## config.mk

```make
export PLATFORM = sky130hd
export DESIGN_NAME = road_scheduler
export DESIGN_NICKNAME = d
export VERILOG_FILES = /design/src/rtl/road_scheduler_pkg.sv /design/src/rtl/road_scheduler_tick.sv /design/src/rtl/road_scheduler.sv
export SDC_FILE = /design/constraint.sdc
export NUM_CORES = 1
export LEC_CHECK = 0
export CAP_MARGIN = 25
export CELL_PAD_IN_SITES_DETAIL_PLACEMENT = 2
export CELL_PAD_IN_SITES_GLOBAL_PLACEMENT = 2
export CORE_ASPECT_RATIO = 0.8
export CORE_MARGIN = 4
export CORE_UTILIZATION = 37
export CTS_CLUSTER_DIAMETER = 100
export CTS_CLUSTER_SIZE = 28
export DETAILED_ROUTE_END_ITERATION = 7
export DONT_BUFFER_PORTS = 1
export PLACE_DENSITY_LB_ADDON = 0.1
export SLEW_MARGIN = 10
export SYNTH_ARGS = -nofsm -noshare
export SYNTH_HDL_FRONTEND = slang
export SYNTH_HIERARCHICAL = 1
export SYNTH_SLANG_ARGS = --single-unit
```

## constraint.sdc

```tcl
create_clock -name clk -period 3.14 [get_ports clk]
set_clock_uncertainty 0.15 [all_clocks]
set_input_delay 0.628 -clock clk [delete_from_list [all_inputs] [get_ports clk]]
set_output_delay 0.628 -clock clk [all_outputs]
set_load 0.01 [all_outputs]
```

## src/rtl/road_scheduler_pkg.sv

```systemverilog
// Shared codes for the four-way road scheduler: road, lamp and phase encodings
// plus the green-length clamp.
package road_scheduler_pkg;

    typedef enum logic [1:0] {
        ROAD_N = 2'd0,
        ROAD_E = 2'd1,
        ROAD_S = 2'd2,
        ROAD_W = 2'd3
    } road_t;

    typedef enum logic [1:0] {
        LAMP_RED    = 2'd0,
        LAMP_YELLOW = 2'd1,
        LAMP_GREEN  = 2'd2
    } lamp_t;

    typedef enum logic [1:0] {
        PH_ALL_RED = 2'd0,
        PH_GREEN   = 2'd1,
        PH_YELLOW  = 2'd2
    } phase_t;

    // Unsigned 8-bit clamp of a sensor average into [lo, hi].
    function automatic logic [7:0] clamp_green(logic [7:0] avg, logic [7:0] lo,
                                               logic [7:0] hi);
        if (avg < lo)
            return lo;
        else if (avg > hi)
            return hi;
        else
            return avg;
    endfunction

endpackage

```

## src/rtl/road_scheduler_tick.sv

```systemverilog
// Prescaler producing a one-cycle tick every TICK_DIV clocks (on count TICK_DIV-1).
module tick_gen
    import road_scheduler_pkg::*;
#(
    parameter int TICK_DIV = 50_000_000
) (
    input  logic clk,
    input  logic reset,
    output logic tick
);

    localparam int W = (TICK_DIV > 1) ? $clog2(TICK_DIV) : 1;
    localparam logic [W-1:0] LAST = W'(TICK_DIV - 1);

    logic [W-1:0] cnt_q;

    always_ff @(posedge clk) begin
        if (!reset)
            cnt_q <= '0;
        else if (cnt_q == LAST)
            cnt_q <= '0;
        else
            cnt_q <= cnt_q + W'(1);
    end

    assign tick = (cnt_q == LAST);

endmodule

```

## src/rtl/road_scheduler.sv

```systemverilog
// Four-way intersection sequencer: round-robin green with sensor-sized green time
// and emergency pre-emption.
//
// state      | meaning
// -----------+---------------------------------------------------------------
// PH_ALL_RED | every lamp red; next_road already shows the upcoming road
// PH_GREEN   | next_road lamp green, counter holds remaining green ticks
// PH_YELLOW  | next_road lamp yellow for YELLOW_T ticks
module road_scheduler
    import road_scheduler_pkg::*;
#(
    parameter int TICK_DIV  = 50_000_000,
    parameter int MIN_GREEN = 5,
    parameter int MAX_GREEN = 60,
    parameter int YELLOW_T  = 3,
    parameter int ALLRED_T  = 1
) (
    input  logic       clk,
    input  logic       reset,
    input  logic [7:0] avg_n,
    input  logic [7:0] avg_e,
    input  logic [7:0] avg_s,
    input  logic [7:0] avg_w,
    input  logic       emerg_req,
    input  logic [1:0] emerg_road,
    output logic [1:0] next_road,
    output logic [1:0] light_n,
    output logic [1:0] light_e,
    output logic [1:0] light_s,
    output logic [1:0] light_w,
    output logic [1:0] phase
);

    localparam logic [7:0] MIN8    = 8'(MIN_GREEN);
    localparam logic [7:0] MAX8    = 8'(MAX_GREEN);
    localparam logic [7:0] YELLOW8 = 8'(YELLOW_T);
    localparam logic [7:0] ALLRED8 = 8'(ALLRED_T);

    phase_t     state_q, state_d;
    logic [7:0] cnt_q, cnt_d;
    logic [1:0] road_q, road_d;
    logic       tick;
    logic [7:0] avg_sel;
    lamp_t      active_lamp;

    tick_gen #(.TICK_DIV(TICK_DIV)) u_tick (
        .clk   (clk),
        .reset (reset),
        .tick  (tick)
    );

    always_comb begin
        avg_sel = avg_n;
        case (road_q)
            2'd1:    avg_sel = avg_e;
            2'd2:    avg_sel = avg_s;
            2'd3:    avg_sel = avg_w;
            default: avg_sel = avg_n;
        endcase
    end

    always_ff @(posedge clk) begin
        if (!reset) begin
            state_q <= PH_ALL_RED;
            cnt_q   <= ALLRED8;
            road_q  <= ROAD_N;
        end else begin
            state_q <= state_d;
            cnt_q   <= cnt_d;
            road_q  <= road_d;
        end
    end

    // Phases end on the tick that sees a count of 1 (or 0), so the counter never wraps.
    always_comb begin
        state_d = state_q;
        cnt_d   = cnt_q;
        road_d  = road_q;
        if (tick) begin
            case (state_q)
                PH_ALL_RED: begin
                    if (cnt_q <= 8'd1) begin
                        state_d = PH_GREEN;
                        cnt_d   = clamp_green(avg_sel, MIN8, MAX8);
                    end else begin
                        cnt_d = cnt_q - 8'd1;
                    end
                end
                PH_GREEN: begin
                    if (emerg_req && (emerg_road != road_q)) begin
                        state_d = PH_YELLOW;
                        cnt_d   = YELLOW8;
                    end else if (emerg_req) begin
                        cnt_d = cnt_q;
                    end else if (cnt_q <= 8'd1) begin
                        state_d = PH_YELLOW;
                        cnt_d   = YELLOW8;
                    end else begin
                        cnt_d = cnt_q - 8'd1;
                    end
                end
                PH_YELLOW: begin
                    if (cnt_q <= 8'd1) begin
                        state_d = PH_ALL_RED;
                        cnt_d   = ALLRED8;
                        road_d  = emerg_req ? emerg_road : road_q + 2'd1;
                    end else begin
                        cnt_d = cnt_q - 8'd1;
                    end
                end
                default: begin
                    state_d = PH_ALL_RED;
                    cnt_d   = ALLRED8;
                end
            endcase
        end
    end

    always_comb begin
        active_lamp = LAMP_RED;
        case (state_q)
            PH_GREEN:  active_lamp = LAMP_GREEN;
            PH_YELLOW: active_lamp = LAMP_YELLOW;
            default:   active_lamp = LAMP_RED;
        endcase
    end

    assign light_n   = (road_q == ROAD_N) ? active_lamp : LAMP_RED;
    assign light_e   = (road_q == ROAD_E) ? active_lamp : LAMP_RED;
    assign light_s   = (road_q == ROAD_S) ? active_lamp : LAMP_RED;
    assign light_w   = (road_q == ROAD_W) ? active_lamp : LAMP_RED;
    assign next_road = road_q;
    assign phase     = state_q;

endmodule
```

==> metrics.yaml, run 1 <==
status: "finished, final reports clean"
port_buffers: 0
synth_area_leaders: "dfxtp_1 31%, nor2_1 3.9%, o21ai_0 3.8%, a21oi_1 3.6%, ha_1 3.5%"
max_freq_mhz: 378
worstHoldPathCells: 1
clockBufferDepth: 2
startpoint_type: "register"
cp.required_ns: 3.16
syn_nets: 352
cts_tree: "done"
synthCells: 308
grt_max_degree: 16
antenna-diode-count: 0
drv_cap: 0
yosysSeqAreaShare_pct: 30.7
synth_top_area_share_pct: 30.7
die_width_um: 99.5
r2r_slack_ns: 0.49
clkSlewWorstSetupHoldPaths_ns: 0.09
netlist_area_sq_um: 2480
slew_headroom_pct: 56.0
yosys.area_share.simple_pct: 31.0
grt_first_pass_wirelength_um: 12900
grt_pass1_vias: 2558
die_area_sq_um: 8080
critical_path.max_fanout: 9
async_reset_ff_share_pct: 0
min_to: "u_tick/cnt_q[4]"
r2r-start: "next_road[0]"
overflow: 0
synth_edf_count: 0
rows: 26
clock-sinks: 38
cts_made_buffers: 5
globalRouteTotalUtil_pct: 19.7
synth_top_cell_by_area: "dfxtp_1"
synthAdderAreaFrac_pct: 3.53
ir_worst_vdd_uv: 153
die_y_um: 81.2
dpl.hpwl_um: 6010
synthMuxAreaShare_pct: 1.61
grt_antenna_before_repair: 0
routed_wl_um: 7650
synth_warnings: 6
place_inst: 382
layoutNonFillerInstCount: 390
ys_ff_latch: 38
p_leak_nw: 0.887
drive_gt1_share_pct: 9.80
cts_root_buffer: "clkbuf_8"
synthFlopType: "dfxtp_1"
r2r_cells: 7
timing.final.ws_setup_ns: 0.492
layout.nets: 349
setup_viol: 0
worstMarginPinSlew_ns: 0.653
routedWlPerCell_um: 19.6
report.final.slew_viol_count: 0
cts_setup_buffers: 0
drt-vias-per-instance: 6.03
ctsHoldBuffers: 0
dpl_worst_slack_ns: 0.552
synth_cell_types: 59
worst-setup-path-type: "reg2reg"
cts_resized: 0
ant_nets: 0
avgSynthCellArea_sq_um: 8.05
post-route-min-period_ns: 2.65
drc: 0
nFillCells: 765
initial_core_util_pct: 38.5
cts_htree_levels: 2
dr.first_iter.drc_count: 113
synth_xor_area_share_pct: 5.30
vias: 2352
power_density_nw_per_um2: 346
synth_top_family_by_area: "simple AND/OR/NAND/NOR gates"
cp.arrival_ns: 2.67
min_period_over_period_pct: 84.3
rsz0062_at_grt: "no"
insertion_delay_ns: 0.29
coreArea_sq_um: 6440
synth-compound-area-share_pct: 22.9
hold_start: "reset"
hold_class: "in2reg"
place_congestion: 0.787
end_kind: "register"
hold_viol_final: 0
io_pins: 49
firstDrtPassIters: 4
tns_ns: 0
reg2reg_to: "cnt_q[1]"
syn_to_final_growth_pct: 6.46
==> final cells by class <==
type | count | area (sq um) | share of cell area [%]
clock buffers | 5 | 68.8 | 2.61
clock inverters | 3 | 21.3 | 0.806
inverters | 14 | 52.6 | 1.99
multi-input cells | 241 | 1590 | 60.4
flip-flops and latches | 38 | 761 | 28.8
well taps | 84 | 105 | 3.98
repair buffers | 5 | 37.5 | 1.42
==> per-layer routing <==
layer  vias up  part of all wire [%]  global-route usage [%]
met5         -                     0                       0
met4         0                  0.10                    2.73
met3         2                   4.3                    4.64
met2        55                    43                    30.4
met1      1152                    53                    28.4
li1       1143                     -                       -
==> through the flow <==
step	util, %	hold WS, ns	area (sq um)	total power, mW
final	41.0	0.315	2640	0.915
after global routing	41.0	0.293	2640	0.968
after CTS	41.0	0.305	2640	0.929
after detailed placement	39.6	0.340	2550	0.577
after global placement	39.6	0.325	2550	0.574
after floorplan	-	0.297	2480	0.559
==> state kept, by name, indices dropped and copies added (netlist names) <==
signal / flops
u_tick/cnt_q: 26
cnt_q: 8
phase: 2
next_road: 2
==> synth_stat cells, types with 3 or more instances <==
| cell | n |
|---|---|
| dfxtp_1 | 38 |
| nor2_1 | 26 |
| o21ai_0 | 19 |
| a21oi_1 | 18 |
| nand2_1 | 17 |
| inv_1 | 13 |
| nand3_1 | 12 |
| clkbuf_1 | 11 |
| and2_1 | 10 |
| xnor2_1 | 10 |
| nand4_1 | 8 |
| nor2b_1 | 8 |
| nor3_1 | 8 |
| or4_1 | 8 |
| ha_1 | 7 |
| or3_1 | 7 |
| a222oi_1 | 6 |
| o31ai_1 | 6 |
| a31oi_1 | 5 |
| nor4_1 | 5 |
| xor2_1 | 5 |
| mux2i_1 | 4 |
| a211oi_1 | 3 |
| and3_1 | 3 |
| nand3b_1 | 3 |
| o211ai_1 | 3 |
| o31a_1 | 3 |
| or3_2 | 3 |
==> power by group <==
| part | switching (mW) | internal (mW) | leakage (nW) |
|---|---|---|---|
| Sequential | 0.00758 | 0.486 | 0.307 |
| Combinational | 0.0462 | 0.0260 | 0.536 |
| Clock | 0.193 | 0.156 | 0.0441 |
==> cells by family after synthesis <==
logic type,Yosys count
simple gates,133
compound gates,82
flops,38
buf+inv,29
xor+xnor,15
fa+ha+maj,7
mux,4
==> layout by cell type, fill, tap and decap left out, types with 10 or more instances in the layout <==
master / instances
xnor2_1: 10
and2_1: 10
o21ai_0: 19
a21oi_1: 18
nand3_1: 12
dfxtp_1: 38
nand2_1: 17
nor2_1: 26
inv_1: 13
==> worst max path at each step <==
stage / start / endpoint / cells after the start
floorplan: next_road[0] / cnt_q[1] / 8
global placement: next_road[0] / cnt_q[1] / 7
detailed placement: next_road[0] / cnt_q[1] / 7
CTS: next_road[0] / cnt_q[1] / 7
global route: u_tick/cnt_q[0] / cnt_q[0] / 8
finish: next_road[0] / cnt_q[1] / 7
==> worst max-delay path: stages, from the launching register on <==
cell	delay [ns]
dfxtp_1	0.54
inv_1	0.13
ha_1	0.31
a222oi_1	0.45
mux2i_1	0.20
or4_1	0.55
nand4_1	0.12
a211oi_2	0.07
(Power assumes the default switching activity.)
==> run 2, diff against run 1 <==
Settings changed: CORE_UTILIZATION 37 to 33.
Clock period 3.14 ns to 2.4 ns, I/O delays scaled along.
==> run 2 against run 1 <==
Effect of this change: register-to-register slack got worse by 0.43 ns; combinational power increased by 57%; power increased by 37%; largest cell class unchanged; highest routed layer unchanged; core utilization decreased by 0.26 points.
==> metrics.yaml, run 2 (synthesized netlist as in run 1, its figures left out) <==
status: "finished, final reports clean"
ant_nets: 0
port_buffers: 0
clkSlewWorstSetupHoldPaths_ns: 0.09
final_common_cell: "dfxtp_1"
clockBufferDepth: 2
cell_internal_pwr_mw: 0.912
pwr-share-comb_pct: 9.0
min_period_over_period_pct: 97.4
coreArea_sq_um: 7090
r2r_cells: 5
cts_made_buffers: 5
utilization_pct: 40.7
rows: 27
layout.nets: 374
cts_tree: "done"
report.final.slew_viol_count: 0
clock-sinks: 38
routed_wl_um: 8500
final_cell_mix: "35 x dfxtp_1, 30 x buf_4, 25 x nor2_1"
seqPwrFrac_pct: 51.1
die_area_sq_um: 8970
cts_root_buffer: "clkbuf_8"
grt_pass1_vias: 2692
largest_reg_flops: 26
antenna-diode-count: 0
endpoint: "u_tick/cnt_q[22]"
drive_gt1_share_pct: 19.9
critical_path.max_fanout: 6
ir_worst_vdd_uv: 206
grt_max_degree: 14
p_sw_mw: 0.345
place_inst: 407
power_density_nw_per_um2: 435
grt_first_pass_wirelength_um: 14100
syn_to_final_growth_pct: 16.5
p_leak_nw: 1.02
hold_viol_final: 0
fin_hold_ws_ns: 0.136
worstMarginPinSlew_ns: 0.542
r2r_slack_ns: 0.06
cts_htree_levels: 2
place_congestion: 0.756
globalRouteTotalUtil_pct: 19.2
drt-vias-per-instance: 5.92
reg_top3: "u_tick/cnt_q: 26 flops, cnt_q: 8 flops"
switching_share_pct: 27.4
r2r-start: "u_tick/cnt_q[0]"
end_kind: "register"
startpoint_type: "register"
cp.required_ns: 2.48
setup_viol: 0
slew_headroom_pct: 63.8
drc: 0
io_pins: 49
layoutNonFillerInstCount: 418
dr.first_iter.drc_count: 123
hold_class: "in2reg"
nFillCells: 837
reg2reg_to: "u_tick/cnt_q[22]"
clkPwrFrac_pct: 39.9
insertion_delay_ns: 0.30
initial_core_util_pct: 35.0
grt_antenna_before_repair: 0
die_y_um: 85.5
post-route-min-period_ns: 2.34
die_width_um: 105
dpl.hpwl_um: 6490
overflow: 0
routedWlPerCell_um: 20.3
max_freq_mhz: 428
worst-setup-path-type: "reg2reg"
timing.critical_path.from: "u_tick/cnt_q[0]"
drv_cap: 0
firstDrtPassIters: 4
cp.arrival_ns: 2.42
vias: 2473
max_flop_register: "u_tick/cnt_q"
==> run 2: power by group through the flow <==
stage / Sequential (mW) / Clock [mW] / Combinational [mW]
final: 0.643 / 0.501 / 0.113
after CTS: 0.643 / 0.508 / 0.105
after detailed placement: 0.658 / 0 / 0.104
after global placement: 0.658 / 0 / 0.0998
after floorplan: 0.658 / 0 / 0.0728
after global routing: 0.645 / 0.544 / 0.127
==> run 2: final cells by class <==
type / instances / area (sq um) / share of cell area (%)
clock buffer: 6 / 82.6 / 2.86
multi-input combinational: 241 / 1640 / 56.9
timing repair buffer: 30 / 225 / 7.80
sequential: 38 / 764 / 26.5
clock inverter: 2 / 12.5 / 0.433
tap: 87 / 109 / 3.77
inverter: 14 / 52.6 / 1.82
==> run 2: per-layer routing <==
| metal | share of wire (%) | global-route usage, % | vias up | wire, um |
|---|---|---|---|---|
| met3 | 4.0 | 4.59 | 2 | 341 |
| li1 | - | - | 1191 | - |
| met4 | 0.15 | 1.79 | 0 | 13 |
| met2 | 44 | 30.5 | 54 | 3780 |
| met5 | 0 | 0 | - | 0 |
| met1 | 51 | 27.3 | 1226 | 4370 |
==> run 2: how the worst min path moves through the flow <==
stage               slack [ns]              from                to  cells past startpoint
floorplan                 0.30  u_tick/cnt_q[25]  u_tick/cnt_q[25]                      2
detailed placement        0.34  u_tick/cnt_q[25]  u_tick/cnt_q[25]                      2
CTS                       0.14             reset          phase[1]                      2
finish                    0.14             reset          phase[1]                      2
global route              0.14             reset      next_road[0]                      1
global placement          0.32  u_tick/cnt_q[25]  u_tick/cnt_q[25]                      2
==> run 2: worst max-delay path, cell delays in order, from the launching register on <==
cell,delay (ns)
dfxtp_1,0.34
ha_1,0.21
nand3_1,0.16
or4_1,0.65
or4_1,0.56
a21oi_1,0.19
==> run 2: per-stage QoR <==
stage | total power [mW] | setup slack (ns) | setup TNS (ns) | cell area (sq um)
2_1_floorplan | 0.731 | 0.0605 | 0 | 2480
5_1_grt | 1.32 | -0.0143 | -0.0143 | 2890
6_report | 1.26 | 0.0626 | 0 | 2890
4_1_cts | 1.26 | 0.0271 | 0 | 2820
3_3_place_gp | 0.757 | 0.171 | 0 | 2720
3_5_place_dp | 0.762 | -0.0220 | -0.0220 | 2720
==> run 2: what timing repair did <==
action                     4_1_cts  5_1_grt
hold endpoints to repair         0        0
gates resized for setup          3       10
setup endpoints to repair        3        7
setup buffers                    0        3
hold buffers                     0        0
pin swaps                        1        3
==> run 3, diff against run 2 <==
Settings changed: CORE_UTILIZATION 33 to 37, SETUP_SLACK_MARGIN from default to 0.4.
Clock period 2.4 ns to 2.5 ns, I/O delays scaled along.
==> run 3 against run 2 <==
Effect of this change: final area is 12% higher; clock power shrank 7.8%; sequential share of layout area fell by 1.7 points; via count grew 7.8%; largest power group unchanged; highest routed layer unchanged.
==> metrics.yaml, run 3 (synthesized netlist as in run 1, its figures left out) <==
drc: 0
worstMarginPinSlew_ns: 0.652
end_kind: "register"
routed_wl_um: 10400
largest_reg_flops: 26
post-route-min-period_ns: 2.35
initial_core_util_pct: 38.5
hold_viol_final: 0
port_buffers: 0
max_flop_register: "u_tick/cnt_q"
overflow: 0
globalRouteTotalUtil_pct: 21.8
cp.required_ns: 2.57
antenna-diode-count: 0
cts_htree_levels: 2
syn_to_final_growth_pct: 30.1
cts_tree: "done"
firstDrtPassIters: 4
final_cell_mix: "39 x buf_4, 24 x nor2_1, 17 x nand2_1, 17 x dfxtp_1, 16 x dfxtp_2"
drive_gt1_share_pct: 35.0
clkSlewWorstSetupHoldPaths_ns: 0.08
insertion_delay_ns: 0.30
drv_cap: 0
status: "finished, final reports clean"
power_density_nw_per_um2: 379
fin_hold_ws_ns: 0.177
reg_top3: "u_tick/cnt_q: 26 flops, cnt_q: 8 flops"
ir_worst_vdd_uv: 204
p_leak_nw: 1.10
nFillCells: 695
drt-vias-per-instance: 6.24
cts_root_buffer: "clkbuf_8"
max_freq_mhz: 426
critical_path.max_fanout: 10
slew_headroom_pct: 56.2
cts_made_buffers: 5
coreArea_sq_um: 6440
report.final.slew_viol_count: 0
vias: 2666
clockBufferDepth: 2
clock-sinks: 38
layout.nets: 386
grt_max_degree: 25
die_y_um: 81.2
startpoint_type: "register"
rsz0062_at_grt: "yes"
regArea_sq_um: 800
routedWlPerCell_um: 24.3
die_area_sq_um: 8080
ant_nets: 0
power_mw: 1.22
dpl.hpwl_um: 5970
multiInputGateArea_sq_um: 1860
worst-setup-path-type: "reg2reg"
grt_first_pass_wirelength_um: 14000
final_common_cell: "buf_4"
setup_viol: 0
place_congestion: 0.783
hold_class: "in2reg"
ctsHoldBuffers: 0
tns_ns: 0
io_pins: 49
rows: 26
min_period_over_period_pct: 93.9
cp.arrival_ns: 2.41
grt_pass1_vias: 2665
die_width_um: 99.5
dr.first_iter.drc_count: 157
grt_antenna_before_repair: 0
[run 3: power by group]
group	internal [mW]	switching, mW
clock network	0.223	0.239
logic	0.0601	0.0823
registers	0.607	0.0104
[run 3: final timing paths]
path                         start               end  slack (ns)  cells past startpoint
setup / recovery      next_road[0]          cnt_q[1]        0.15                      6
hold / removal               reset   u_tick/cnt_q[4]        0.18                      1
setup reg to reg      next_road[0]          cnt_q[1]        0.15                      6
hold reg to reg   u_tick/cnt_q[22]  u_tick/cnt_q[22]        0.36                      2
[run 3: worst max-delay path, cell delays in order (launching register included)]
cell and delay, ns:
dfxtp_4 0.46, inv_4 0.06, ha_1 0.29, buf_4 0.22
o31ai_1 0.59, nand4_1 0.27, a211oi_2 0.23
[run 3: layer usage]
| metal | vias up | share of wire (%) | track usage [%] |
|---|---|---|---|
| li1 | 1229 | - | - |
| met3 | 17 | 4.9 | 4.29 |
| met5 | - | 0 | 0 |
| met4 | 0 | 1.4 | 3.68 |
| met1 | 1341 | 45 | 30.0 |
| met2 | 79 | 48 | 35.8 |
[run 3: what timing repair did]
item,4_1_cts,5_1_grt
pin swaps,12,17
resized for setup,26,54
cloned,1,0
setup buffers,17,16
endpoints found under the setup margin,29,38
[run 3: area by class of cell]
cell class / instances / share of cell area [%]
clock buffer: 7 / 2.68
clock inverter: 1 / 0.155
inverter: 14 / 1.71
multi-input combinational: 242 / 57.7
sequential: 38 / 24.8
tap: 84 / 3.26
timing repair buffer: 41 / 9.77
[run 3: stage by stage]
step | util, % | cell area (sq um) | instances | setup WS, ns
detailed placement | 40.2 | 2590 | 385 | 0.0733
CTS | 45.3 | 2920 | 411 | 0.317
global route | 50.1 | 3230 | 427 | 0.0611
finish | 50.1 | 3230 | 427 | 0.152
global placement | 40.2 | 2590 | 385 | 0.223
floorplan | - | 2500 | 308 | 0.340
